<file path="config.mk">
export PLATFORM = sky130hd
export DESIGN_NAME = seq_divider
export DESIGN_NICKNAME = d
export VERILOG_FILES = /design/src/rtl/seq_divider.sv
export SDC_FILE = /design/constraint.sdc
export NUM_CORES = 1
export LEC_CHECK = 0
export BUFFER_PORTS_ARGS = -buffer_cell sky130_fd_sc_hd__buf_2
export CORE_ASPECT_RATIO = 0.7
export CORE_MARGIN = 4
export CORE_UTILIZATION = 40
export CTS_CLUSTER_SIZE = 20
export DETAILED_ROUTE_END_ITERATION = 16
export PLACE_DENSITY = 0.73
export SYNTH_ARGS = -nofsm -noshare
export SYNTH_HDL_FRONTEND = slang
export SYNTH_SLANG_ARGS = --single-unit
</file>
<file path="constraint.sdc">
create_clock -name clk -period 2.2 [get_ports clk]
set_input_delay 0.44 -clock clk [delete_from_list [all_inputs] [get_ports clk]]
set_output_delay 0.44 -clock clk [all_outputs]
set_load 0.02 [all_outputs]
</file>
<file path="src/rtl/seq_divider.sv">
// Iterative unsigned restoring divider: one quotient bit per clock, MSB first.
// Results land in dedicated output registers that hold until the next done.
module seq_divider #(
  parameter int AW = 16,
  parameter int BW = 8
) (
  input  logic          clk,
  input  logic          rst_n,
  input  logic          start,
  input  logic [AW-1:0] dividend,
  input  logic [BW-1:0] divisor,
  output logic          busy,
  output logic          done,
  output logic [AW-1:0] quotient,
  output logic [BW-1:0] remainder,
  output logic          div_by_zero,
  output logic [1:0]    state_dbg
);

  localparam int CW = $clog2(AW + 1);
  localparam logic [CW-1:0] LAST_ITER = CW'(AW - 1);

  typedef enum logic [1:0] {
    IDLE = 2'd0,
    RUN  = 2'd1,
    DONE = 2'd2
  } state_t;

  state_t        state_q, state_d;
  logic [CW-1:0] cnt_q, cnt_d;
  logic [BW:0]   prem_q, prem_d;
  logic [AW-1:0] dvd_q, dvd_d;
  logic [BW-1:0] dvs_q, dvs_d;
  logic          busy_q, busy_d;
  logic          done_q, done_d;
  logic [AW-1:0] quo_q, quo_d;
  logic [BW-1:0] rem_q, rem_d;
  logic          dbz_q, dbz_d;

  logic [BW:0]   shifted;
  logic [BW:0]   trial;
  logic          fits;
  logic [BW:0]   prem_next;
  logic [AW-1:0] dvd_next;

  // The partial remainder stays below the divisor, so its top bit is only headroom.
  logic unused_prem_msb;
  assign unused_prem_msb = prem_q[BW];

  assign shifted   = {prem_q[BW-1:0], dvd_q[AW-1]};
  assign fits      = (shifted >= {1'b0, dvs_q});
  assign trial     = shifted - {1'b0, dvs_q};
  assign prem_next = fits ? trial : shifted;
  assign dvd_next  = {dvd_q[AW-2:0], fits};

  // Handshake: start is taken on a rising edge whenever busy=0 (IDLE or the
  // DONE cycle); while busy=1 it is dropped, not queued. done is a one-cycle
  // pulse and quotient/remainder/div_by_zero are valid from that cycle on.
  always_comb begin
    state_d = state_q;
    cnt_d   = cnt_q;
    prem_d  = prem_q;
    dvd_d   = dvd_q;
    dvs_d   = dvs_q;
    busy_d  = 1'b0;
    done_d  = 1'b0;
    quo_d   = quo_q;
    rem_d   = rem_q;
    dbz_d   = dbz_q;
    case (state_q)
      IDLE, DONE: begin
        state_d = IDLE;
        if (start) begin
          if (divisor != '0) begin
            state_d = RUN;
            busy_d  = 1'b1;
            dvd_d   = dividend;
            dvs_d   = divisor;
            prem_d  = '0;
            cnt_d   = '0;
          end else begin
            state_d = DONE;
            done_d  = 1'b1;
            quo_d   = '1;
            rem_d   = dividend[BW-1:0];
            dbz_d   = 1'b1;
          end
        end
      end
      RUN: begin
        prem_d = prem_next;
        dvd_d  = dvd_next;
        cnt_d  = cnt_q + CW'(1);
        if (cnt_q == LAST_ITER) begin
          state_d = DONE;
          done_d  = 1'b1;
          quo_d   = dvd_next;
          rem_d   = prem_next[BW-1:0];
          dbz_d   = 1'b0;
        end else begin
          busy_d  = 1'b1;
        end
      end
      default: state_d = IDLE;
    endcase
  end

  always_ff @(posedge clk or negedge rst_n) begin
    if (!rst_n) begin
      state_q <= IDLE;
      cnt_q   <= '0;
      prem_q  <= '0;
      dvd_q   <= '0;
      dvs_q   <= '0;
      busy_q  <= 1'b0;
      done_q  <= 1'b0;
      quo_q   <= '0;
      rem_q   <= '0;
      dbz_q   <= 1'b0;
    end else begin
      state_q <= state_d;
      cnt_q   <= cnt_d;
      prem_q  <= prem_d;
      dvd_q   <= dvd_d;
      dvs_q   <= dvs_d;
      busy_q  <= busy_d;
      done_q  <= done_d;
      quo_q   <= quo_d;
      rem_q   <= rem_d;
      dbz_q   <= dbz_d;
    end
  end

  assign busy        = busy_q;
  assign done        = done_q;
  assign quotient    = quo_q;
  assign remainder   = rem_q;
  assign div_by_zero = dbz_q;
  assign state_dbg   = state_q;

endmodule
</file>
Word level (Yosys, flattened, before mapping)
Index checks and enable logic that the tools add are counted.
Widths: inputs -> output; s select.

storage, ports and cells
  memory bits (writable) = 0
  register bits after elaboration = 66
  input bits = 27
  bits in latches = 0
  ROM bits = 0
  output and inout port bits = 29
  word-level logic and storage cells = 61
  memories = 0

operators by class
  $lt $le $gt $ge = 1
  divide/modulo/power cells = 0
  reductions and logical operators = 7
  $add $sub $neg = 2
  multiplexer cells = 34
  $mul = 0
  bitwise logic cells = 0
  equal/unequal tests = 7
  shift operators = 0

operator list
  cell                 count
  $mux 16              5
  $pmux 16 s2          2
  $mux 8               6
  $pmux 8 s2           2
  $mux 5               2
  $pmux 5 s2           1
  $ge 9x8->1           1
  $mux 1               9
  $ne 2x2->1 const B   4
  $reduce_bool 8->1    1
  $sub 8x8->8          1
  $mux 2               3
  $pmux 1 s2           3
  $reduce_and 3->1     2
  $add 5x1->5 const B  1
  $eq 5x4->1 const B   1
  $pmux 2 s2           1
  $reduce_and 4->1     1
  $eq 2x1->1 const B   1
  $eq 2x2->1 const B   1
  $logic_not 2->1      1
  $reduce_bool 2->1    1
  $reduce_or 2->1      1

Depth between registers and ports, before layout
Gate-level depths: netlist of run 1.

  word-level depth = 4
  depth in mapped cells = 10
  mapped depth without buffers = 10

Least setup slack after synthesis of run 1
OpenSTA, ideal clock, no wires.

  path type = register to register
  start = reg dvd_q[15]
  end = reg prem_q[6]
  setup time = 137 ps
  stages on the path, launching flop included = 11
  data arrival time = 1875 ps
  period minus slack after synthesis = 2011 ps
  buffers on the path = 0
  required time = 2063 ps
  path slack = 189 ps
  cell sequence = dfrtp_1 inv_1 ha_1 inv_1 fa_1 a211oi_1 o21bai_1 a21oi_1 xnor2_1 mux2i_1 o21ai_0

on the way
  word-level cells in the longest chain between the ends = 3
  elaborated cells on any way between the ends = 4
  those cells by class = 1 x add/sub; 1 x order compare; 2 x mux

ends and longest elaborated chain
  item                                              RTL line  source
  start, declared                                   32        logic [AW-1:0] dvd_q, dvd_d;
  start signal, assigned                            124       dvd_q <= dvd_d;
  $sub 8x8->8 / $ge 9x8->1 (equally long branches)  52, 51
  $mux 8 *                                          53        assign prem_next = fits ? trial : shifted;
  $pmux 8 s2 *                                      70        case (state_q)
  end signal, assigned                              123       prem_q <= prem_d;
  end, declared                                     31        logic [BW:0] prem_q, prem_d;

Mark *: on every way between the ends. The rest lies on a longest branch, timed or not.
A chain may end at the register's enable or synchronous reset.

Worst setup path after layout of run 1
  start = reg dvd_q[15]
  end = reg rem_q[6] (netlist: remainder[6])

on the way
  word-level cells in the longest chain between the ends = 4
  elaborated cells on any way between the ends = 5
  those cells by class = 1 x add/sub; 1 x order compare; 3 x mux

ends and longest elaborated chain
  item                                              RTL line  source
  $sub 8x8->8 / $ge 9x8->1 (equally long branches)  52, 51
  $mux 8 *                                          53
  $mux 8 *                                          94        if (cnt_q == LAST_ITER) begin
  $pmux 8 s2 *                                      70
  end signal, assigned                              129       rem_q <= rem_d;
  end, declared                                     37        logic [BW-1:0] rem_q, rem_d;

Mark *: on every way between the ends. The rest lies on a longest branch, timed or not. The select of a mux whose other input is x is not followed.

==> flow_summary.toml, run 1 <==
[yosys]
syn-num-nets = 381
ys.flop_type = "dfrtp_1"
yosys_register_bits = 66
yosys_warnings = 0
synth_area_per_cell_um2 = 9.25
synth_area_um2 = 3170
synth-edff-count = 0
syn_inst = 343
ys_types = 41
async_reset_ff_share_pct = 100
yosysSeqAreaShare_pct = 52.1

[route]
remaining_drc_errors = 0
first_iter_violations = 258
final_antenna_net_count = 0
wl_mm = 8.26
routed_via_density = 5.43
firstDrtPassIters = 4
vias = 2768
routedWlPerCell_um = 16.2

[cells_and_area]
regArea_um2 = 1650
final_common_cell = "nand2_1"
multi_input_area_um2 = 1420
fin_area_um2 = 3990
fill_cells = 719
n_antenna_cell = 0
nets = 445
final_cell_mix = "68 x nand2_1, 66 x dfrtp_1, 55 x buf_2"
fin_util_pct = 53.1
area_growth_pct = 25.7
drive_gt1_share_pct = 25.0

[clocking]
path_clk_slew_ps = 50
insertion_delay_ps = 330
clock_path_buffers = 2
root_buffer = "clkbuf_16"
cts_tree = "done"
clkSinkCount = 66
cts.htree.levels = 3
holdBufCountCts = 0
cts_buffers = 9

[timing]
rsz0062_at_grt = "true"
fin_crit_sh_pct = 95.4
final_hold_viol_count = 0
worst_pin_slew_ps = 436
fin_skew_ps = 7.52
period_minus_slack_ps = 2100
slew_violations = 0
max-slew-margin-rel_pct = 70.9
setup_viol = 0
timing.fmax_mhz = 477

[setup_path]
critPathCaptureType = "flip-flop"
startpoint_type = "flip-flop"
crit_type = "reg2reg"
r2r-start = "dvd_q[15]"
crit_arrival_ps = 2300
worstPathMaxFanout = 2
rr_endpoint = "remainder[6]"
ff2ff_setup_slack_ps = 100
worst_ep_required_time_ps = 2400
r2r_cells = 10

[placement]
dpl_cell_area_um2 = 3630
port_buffers = 55
gp_congestion = 0.885
post-dp-hpwl_mm = 5.89

[floorplanning]
chipWidth_um = 114
start_util_pct = 42.2
die_h_um = 82.5
die_area_um2 = 9440
coreArea_um2 = 7510
rows = 26
io_pins = 56

[global_route]
grt_pass1_vias = 2690
grt-ovfl-total = 0
grt_max_degree = 67
grt_antenna_before_repair = 0
grt_pass1_wl_mm = 13.7
grt_use_total_pct = 18.7

[pwr]
leakage_uw = 0.00188
vdd.ir_drop.worst_uv = 700
p_per_area_nw_per_um2 = 1790

[flow_run]
maxCapViolCount = 0

[worst_hold_path]
hold_path_class = "in2async"

[run_status]
status = "complete, no violations"
-- worst max-delay path: stages (launching register included) --
cell and delay, ps:
dfrtp_1 380, inv_2 90, ha_4 140, inv_2 40
fa_2 370, a211oi_2 290, o21bai_1 110, a21oi_1 160
xnor2_1 90, mux2i_1 200, a21oi_1 100
-- power by group --
part | switching, µW | leakage, µW | internal [µW]
combinational | 2060 | 0.000960 | 1420
sequential | 374 | 0.000760 | 1790
clock | 501 | 0.000156 | 1020
-- synthesized netlist by cell type (2+ instances only) --
library cell | n | share of area, %
nor2b_1 | 3 | 0.59
nand2_1 | 68 | 8.0
and3_1 | 5 | 0.99
ha_1 | 10 | 3.9
and2_1 | 2 | 0.39
o21bai_1 | 2 | 0.47
a31oi_1 | 22 | 4.3
a21oi_1 | 16 | 2.5
nor2_1 | 31 | 3.7
a21o_1 | 4 | 0.95
nand2b_1 | 2 | 0.39
buf_2 | 4 | 0.63
xor2_1 | 2 | 0.55
o21ai_2 | 2 | 0.55
o21ai_0 | 35 | 5.5
a211o_2 | 2 | 0.63
mux2i_1 | 5 | 1.6
or3_1 | 2 | 0.39
clkbuf_1 | 13 | 1.5
dfrtp_1 | 66 | 52
o22ai_1 | 2 | 0.39
nor4_1 | 2 | 0.39
inv_1 | 12 | 1.4
xnor2_1 | 2 | 0.55
nand3_1 | 11 | 1.7
o211ai_1 | 2 | 0.47
buf_4 | 2 | 0.47
-- registers in the layout, indices dropped and copies added (netlist names) --
signal,count
dvs_q,8
quotient,16
cnt_q,5
done,1
div_by_zero,1
state_dbg,2
prem_q,8
dvd_q,16
remainder,8
busy,1
-- cell families (layout without fill, tap and decap cells) --
group,after synthesis,count (layout),share of synthesized area [%]
AND/OR/NAND/NOR,130,130,17.5
AO/OA/AOI/OAI,95,95,18.6
flip-flops,66,66,52.1
buffers and inverters,31,100,4.06
adder cells (fa/ha/maj),11,11,4.58
multiplexers,6,6,2.05
XOR/XNOR,4,4,1.10
-- per-layer routing --
layer	vias up	global-route usage [%]	wire length (µm)	share of wire, %
li1	1313	-	-	-
met1	1344	26.4	3890	47
met2	95	27.5	3580	43
met3	16	6.12	670	8.1
met4	0	5.69	119	1.4
met5	-	0	0	0
-- cell type report --
cell class,instances,area share (%)
repair buffers,72,10.7
well taps,98,3.08
flip-flops and latches,66,41.4
multi-input cells,246,35.6
clock buffers,11,6.09
clock inverters,5,1.95
inverters,12,1.13
-- per-stage QoR --
stage	std cells	hold slack (ps)	power, µW	worst slack, ps	setup TNS, ps
2_1_floorplan	343	144	4500	189	0
4_1_cts	509	141	7120	43.9	0
5_1_grt	510	159	7720	-58.0	-101
6_report	510	113	7160	102	0
3_3_place_gp	493	474	5450	70.1	0
3_5_place_dp	493	469	5540	4.63	0
-- worst max-delay path by stage --
| stage | start | to | slack [ps] | depth (start not counted) |
|---|---|---|---|---|
| 2_1_floorplan | dvd_q[15] | prem_q[6] | 190 | 10 |
| 3_3_place_gp | dvd_q[15] | prem_q[6] | 70 | 10 |
| 3_5_place_dp | dvd_q[15] | remainder[6] | 5 | 10 |
| 4_1_cts | dvd_q[15] | prem_q[6] | 40 | 10 |
| 5_1_grt | dvd_q[15] | remainder[6] | -60 | 10 |
| 6_report | dvd_q[15] | remainder[6] | 100 | 10 |
-- what timing repair did --
item                       CTS  global route
resized for setup            1             8
pin swaps                    0             7
setup endpoints to repair    2            14
buffers inserted             0             1
No activity file was read; power rests on OpenSTA's default activity.
==> run 2, diff against run 1 <==
==> constraint.sdc (replaced) <==
create_clock -name clk -period 2.2 [get_ports clk]
set_input_delay 0 -clock clk [delete_from_list [all_inputs] [get_ports clk]]
set_output_delay 0 -clock clk [all_outputs]
set_load 0.02 [all_outputs]
==> run 2 against run 1 <==
Utilization is 2.7 points higher. Die area stayed put. Cell area is 5.1% higher. Critical endpoint unchanged. Sequential share of layout area is 2.0 points lower. Cell count is 4.3% higher.
==> flow_summary.toml, run 2 (synthesis results as in run 1) <==
[run_status]
status = "complete, no violations"

[setup_path]
path_cells = "inv_2, ha_4, inv_2, fa_2, a211oi_2, o21bai_1, a21oi_2, xnor2_1, mux2i_1, a21oi_1"
cp_common_cell = "inv_2"
worstPathMaxFanout = 3
crit_type = "reg2reg"
worst_ep_required_time_ps = 2400
startpoint_type = "flip-flop"
max_stage_delay_ps = 390
crit_arrival_ps = 2300
critPathCaptureType = "flip-flop"
critPathSlowestCell = "dfrtp_1"

[placement]
post-dp-hpwl_mm = 5.91
port_buffers = 55
gp_congestion = 0.918
dp_cells = 492

[cells_and_area]
final_cell_mix = "68 x nand2_1, 66 x dfrtp_1, 55 x buf_2"
n_antenna_cell = 0
area_growth_pct = 32.1
multi_input_area_um2 = 1420
nets = 469
drive_gt1_share_pct = 23.7
fin_util_pct = 55.8
regArea_um2 = 1650
fill_cells = 661
stdcell_count = 532
final_common_cell = "nand2_1"

[timing]
setup_viol = 0
slew_violations = 0
worst_pin_slew_ps = 691
final_hold_viol_count = 0
period_minus_slack_ps = 2100
max-slew-margin-rel_pct = 53.5
fin_crit_sh_pct = 95.6
fin_skew_ps = 7.55
rsz0062_at_grt = "true"
timing.fmax_mhz = 476
hold_ws_ps = 216

[global_route]
grt_pass1_wl_mm = 13.9
grt_pass1_vias = 2791
grt_max_degree = 67
grt_use_total_pct = 19.1
grt_antenna_before_repair = 0
grt-ovfl-total = 0

[floorplanning]
coreArea_um2 = 7510
die_area_um2 = 9440
rows = 26
chipWidth_um = 114
start_util_pct = 42.2
die_h_um = 82.5
io_pins = 56

[clocking]
clock_path_buffers = 2
root_buffer = "clkbuf_16"
cts_buffers = 9
cts_tree = "done"
cts.htree.levels = 3
clkSinkCount = 66
path_clk_slew_ps = 50
insertion_delay_ps = 330

[route]
routedWlPerCell_um = 15.7
routed_via_density = 5.26
first_iter_violations = 194
vias = 2800
firstDrtPassIters = 4
remaining_drc_errors = 0
wl_mm = 8.33
final_antenna_net_count = 0

[pwr]
leakage_uw = 0.00195
vdd.ir_drop.worst_uv = 796
p_per_area_nw_per_um2 = 1670

[worst_hold_path]
hold_path_class = "in2async"

[flow_run]
maxCapViolCount = 0
[run 2: changes by cell type in the layout (fill, tap and decap cells not counted), sizes merged]
cell / change
bufinv: -2
clkbuf: +1
buf: -1
dlygate4sd3: +25
clkinv: -1
[run 2: critical path: cells and delay by family (launching register included)]
kind / cells / cell delay (ps)
buf+inv: 2 / 130
compound gates: 4 / 620
mux: 1 / 230
xor+xnor: 1 / 80
fa+ha+maj: 2 / 520
flops: 1 / 390
[run 2: stage by stage]
step | setup TNS (ps) | power (µW) | worst slack (ps) | instance area (µm²)
2_1_floorplan | 0 | 4500 | 189 | 3170
3_3_place_gp | 0 | 5370 | 62.2 | 3620
3_5_place_dp | -199 | 5500 | -109 | 3620
4_1_cts | 0 | 6920 | 3.04 | 4160
5_1_grt | -65.2 | 7570 | -39.3 | 4190
6_report | 0 | 7000 | 97.9 | 4190
[run 2: layout make-up]
cell class	count	area share, %
clock buffers	12	6.36
clock inverters	2	0.299
inverters	12	1.07
multi-input cells	246	33.9
flip-flops and latches	66	39.4
well taps	98	2.93
repair buffers	96	16.0
[run 2: power by group]
group,internal [µW],switching (µW)
clock,839,493
combinational,1460,2060
sequential,1790,367
[run 2: routing by layer]
layer | global-route usage, % | vias up | routed length, µm
li1 | - | 1354 | -
met1 | 25.8 | 1326 | 3770
met2 | 29.6 | 108 | 3710
met3 | 6.63 | 12 | 773
met4 | 5.22 | 0 | 84
met5 | 0 | - | 0
[run 2: timing repair]
item	4_1_cts	5_1_grt
pin swaps	2	7
gates resized for setup	3	7
setup buffers	0	1
endpoints found under the hold margin	92	0
cloned	0	0
hold buffers	25	0
setup endpoints to repair	2	5
[run 2: final timing paths]
kind,slack [ps],to,cells after the start,start
min in group clk,220,dvs_q[6],5,start
worst min-delay path,220,remainder[1],3,rst_n
worst max register to register,100,remainder[6],10,dvd_q[15]
worst min register to register,480,cnt_q[3],1,cnt_q[3]
worst max-delay path,100,remainder[6],10,dvd_q[15]
max in group asynchronous,1690,prem_q[7],3,rst_n
==> run 3, diff against run 2 <==
RECOVER_POWER = 100   (was not set)
==> run 3 against run 2 <==
The run now ends with capacitance limit, slew limit left. Largest power group unchanged. Fmax is 0.63% lower. Sequential cell count unchanged. Register-to-register slack hardly changed. Cell count stayed put. Critical endpoint is now remainder[5]. Clock power is essentially flat. Setup slack worse by 13 ps.
==> flow_summary.toml, run 3 (synthesis results as in run 1) <==
[run_status]
status = "finished with violations"
failed_checks = "capacitance limit, slew limit"

[placement]
dp_cells = 492
port_buffers = 55
pre_cts_ws_ps = -109
post-dp-hpwl_mm = 5.91
gp_congestion = 0.918

[pwr]
leakage_uw = 0.00185
p_per_area_nw_per_um2 = 1680
vdd.ir_drop.worst_uv = 798

[setup_path]
crit_arrival_ps = 2310
r2r_cells = 7
ff2ff_setup_slack_ps = 80
rr_endpoint = "remainder[5]"
r2r-start = "prem_q[2]"
worst_ep_required_time_ps = 2390
startpoint_type = "flip-flop"
worstPathMaxFanout = 9
critPathCaptureType = "flip-flop"
crit_type = "reg2reg"

[clocking]
insertion_delay_ps = 330
cts_buffers = 9
clock_path_buffers = 2
root_buffer = "clkbuf_16"
cts.htree.levels = 3
clkSinkCount = 66
path_clk_slew_ps = 50
cts_tree = "done"

[floorplanning]
chipWidth_um = 114
coreArea_um2 = 7510
rows = 26
die_area_um2 = 9440
io_pins = 56
start_util_pct = 42.2
die_h_um = 82.5

[cells_and_area]
final_common_cell = "nand2_1"
drive_gt1_share_pct = 16.4
final_cell_mix = "68 x nand2_1, 66 x dfrtp_1, 34 x o21ai_0"
stdcell_count = 532
n_antenna_cell = 0
fill_cells = 677
area_growth_pct = 29.8
nets = 469

[route]
first_iter_violations = 239
vias = 2787
top_layer = "met4"
remaining_drc_errors = 0
routed_via_density = 5.24
routedWlPerCell_um = 15.7
final_antenna_net_count = 0
dr_wl_met2_mm = 3.69
firstDrtPassIters = 4
wl_met3_um = 708
wl_mm = 8.35
wl_met1_mm = 3.87

[timing]
slew_violations = 67
timing.fmax_mhz = 473
setup_viol = 0
fin_crit_sh_pct = 96.2
fin_skew_ps = 6.32
fin_ws_ps = 84.7
max-slew-margin-rel_pct = -6.15
period_minus_slack_ps = 2120
worst_pin_slew_ps = 1590
rsz0062_at_grt = "true"
hold_ws_ps = 216
final_hold_viol_count = 0

[global_route]
grt_antenna_before_repair = 0
grt_max_degree = 67
grt-ovfl-total = 0
grt_pass1_vias = 2791
grt_pass1_wl_mm = 13.9
grt_use_total_pct = 19.1

[worst_hold_path]
hold_start = "start"
hold_path_end = "dvs_q[6]"
hold_path_class = "in2reg"
whs_path_depth = 5

[flow_run]
maxCapViolCount = 1
## run 3: cell count changes in the layout (fill, tap and decap cells not counted), moves of 4 or more
cell / change
clkbuf_2: +4
clkbuf_1: +31
buf_4: -4
buf_2: -30
## run 3: per-stage QoR
| stage | utilization [%] | total power [µW] | TNS [ps] | instance area [µm²] |
|---|---|---|---|---|
| floorplan | - | 4500 | 0 | 3170 |
| global placement | 48.2 | 5370 | 0 | 3620 |
| detailed placement | 48.2 | 5500 | -199 | 3620 |
| CTS | 55.4 | 6920 | 0 | 4160 |
| global route | 54.8 | 7470 | -87.5 | 4120 |
| finish | 54.8 | 6920 | 0 | 4120 |
## run 3: area by class of cell
type                    count  area, µm²  area share (%)
clock buffers              12        267            6.47
clock inverters             2       12.5           0.304
inverters                  12       45.0            1.09
multi-input cells         246       1410            34.3
flip-flops and latches     66       1650            40.1
well taps                  98        123            2.98
repair buffers             96        607            14.7
## run 3: routing by layer
metal	GRT usage [%]	vias up
met2	29.6	102
met4	5.22	0
met1	25.8	1316
met5	0	-
li1	-	1357
met3	6.63	12
## run 3: power by group
group          total (µW)  internal (µW)  switching (µW)
Sequential           2160           1790             376
Clock                1330            839             492
Combinational        3420           1370            2050
## run 3: worst max-delay path by stage
| stage | startpoint | cells after the start | slack [ps] | end |
|---|---|---|---|---|
| floorplan | dvd_q[15] | 10 | 190 | prem_q[6] |
| global placement | dvd_q[15] | 10 | 60 | prem_q[6] |
| detailed placement | dvd_q[15] | 10 | -110 | prem_q[6] |
| CTS | dvd_q[15] | 10 | 3 | prem_q[6] |
| global route | dvd_q[15] | 10 | -40 | remainder[6] |
| finish | prem_q[2] | 7 | 80 | remainder[5] |
## run 3: worst max-delay path, stage by stage, from the launching register on
cell and delay, ps:
dfrtp_1 400, ha_1 370, a21o_1 190, a21oi_2 230, a2bb2oi_2 220, nand2_4 150
mux2i_2 300, o21ai_0 110
## run 3: what timing repair did
| item | CTS | global route |
|---|---|---|
| hold buffers | 25 | 0 |
| pin swaps | 2 | 7 |
| setup endpoints to repair | 2 | 5 |
| hold endpoints to repair | 92 | 0 |
| resized for setup | 3 | 7 |
| buffers inserted | 0 | 1 |
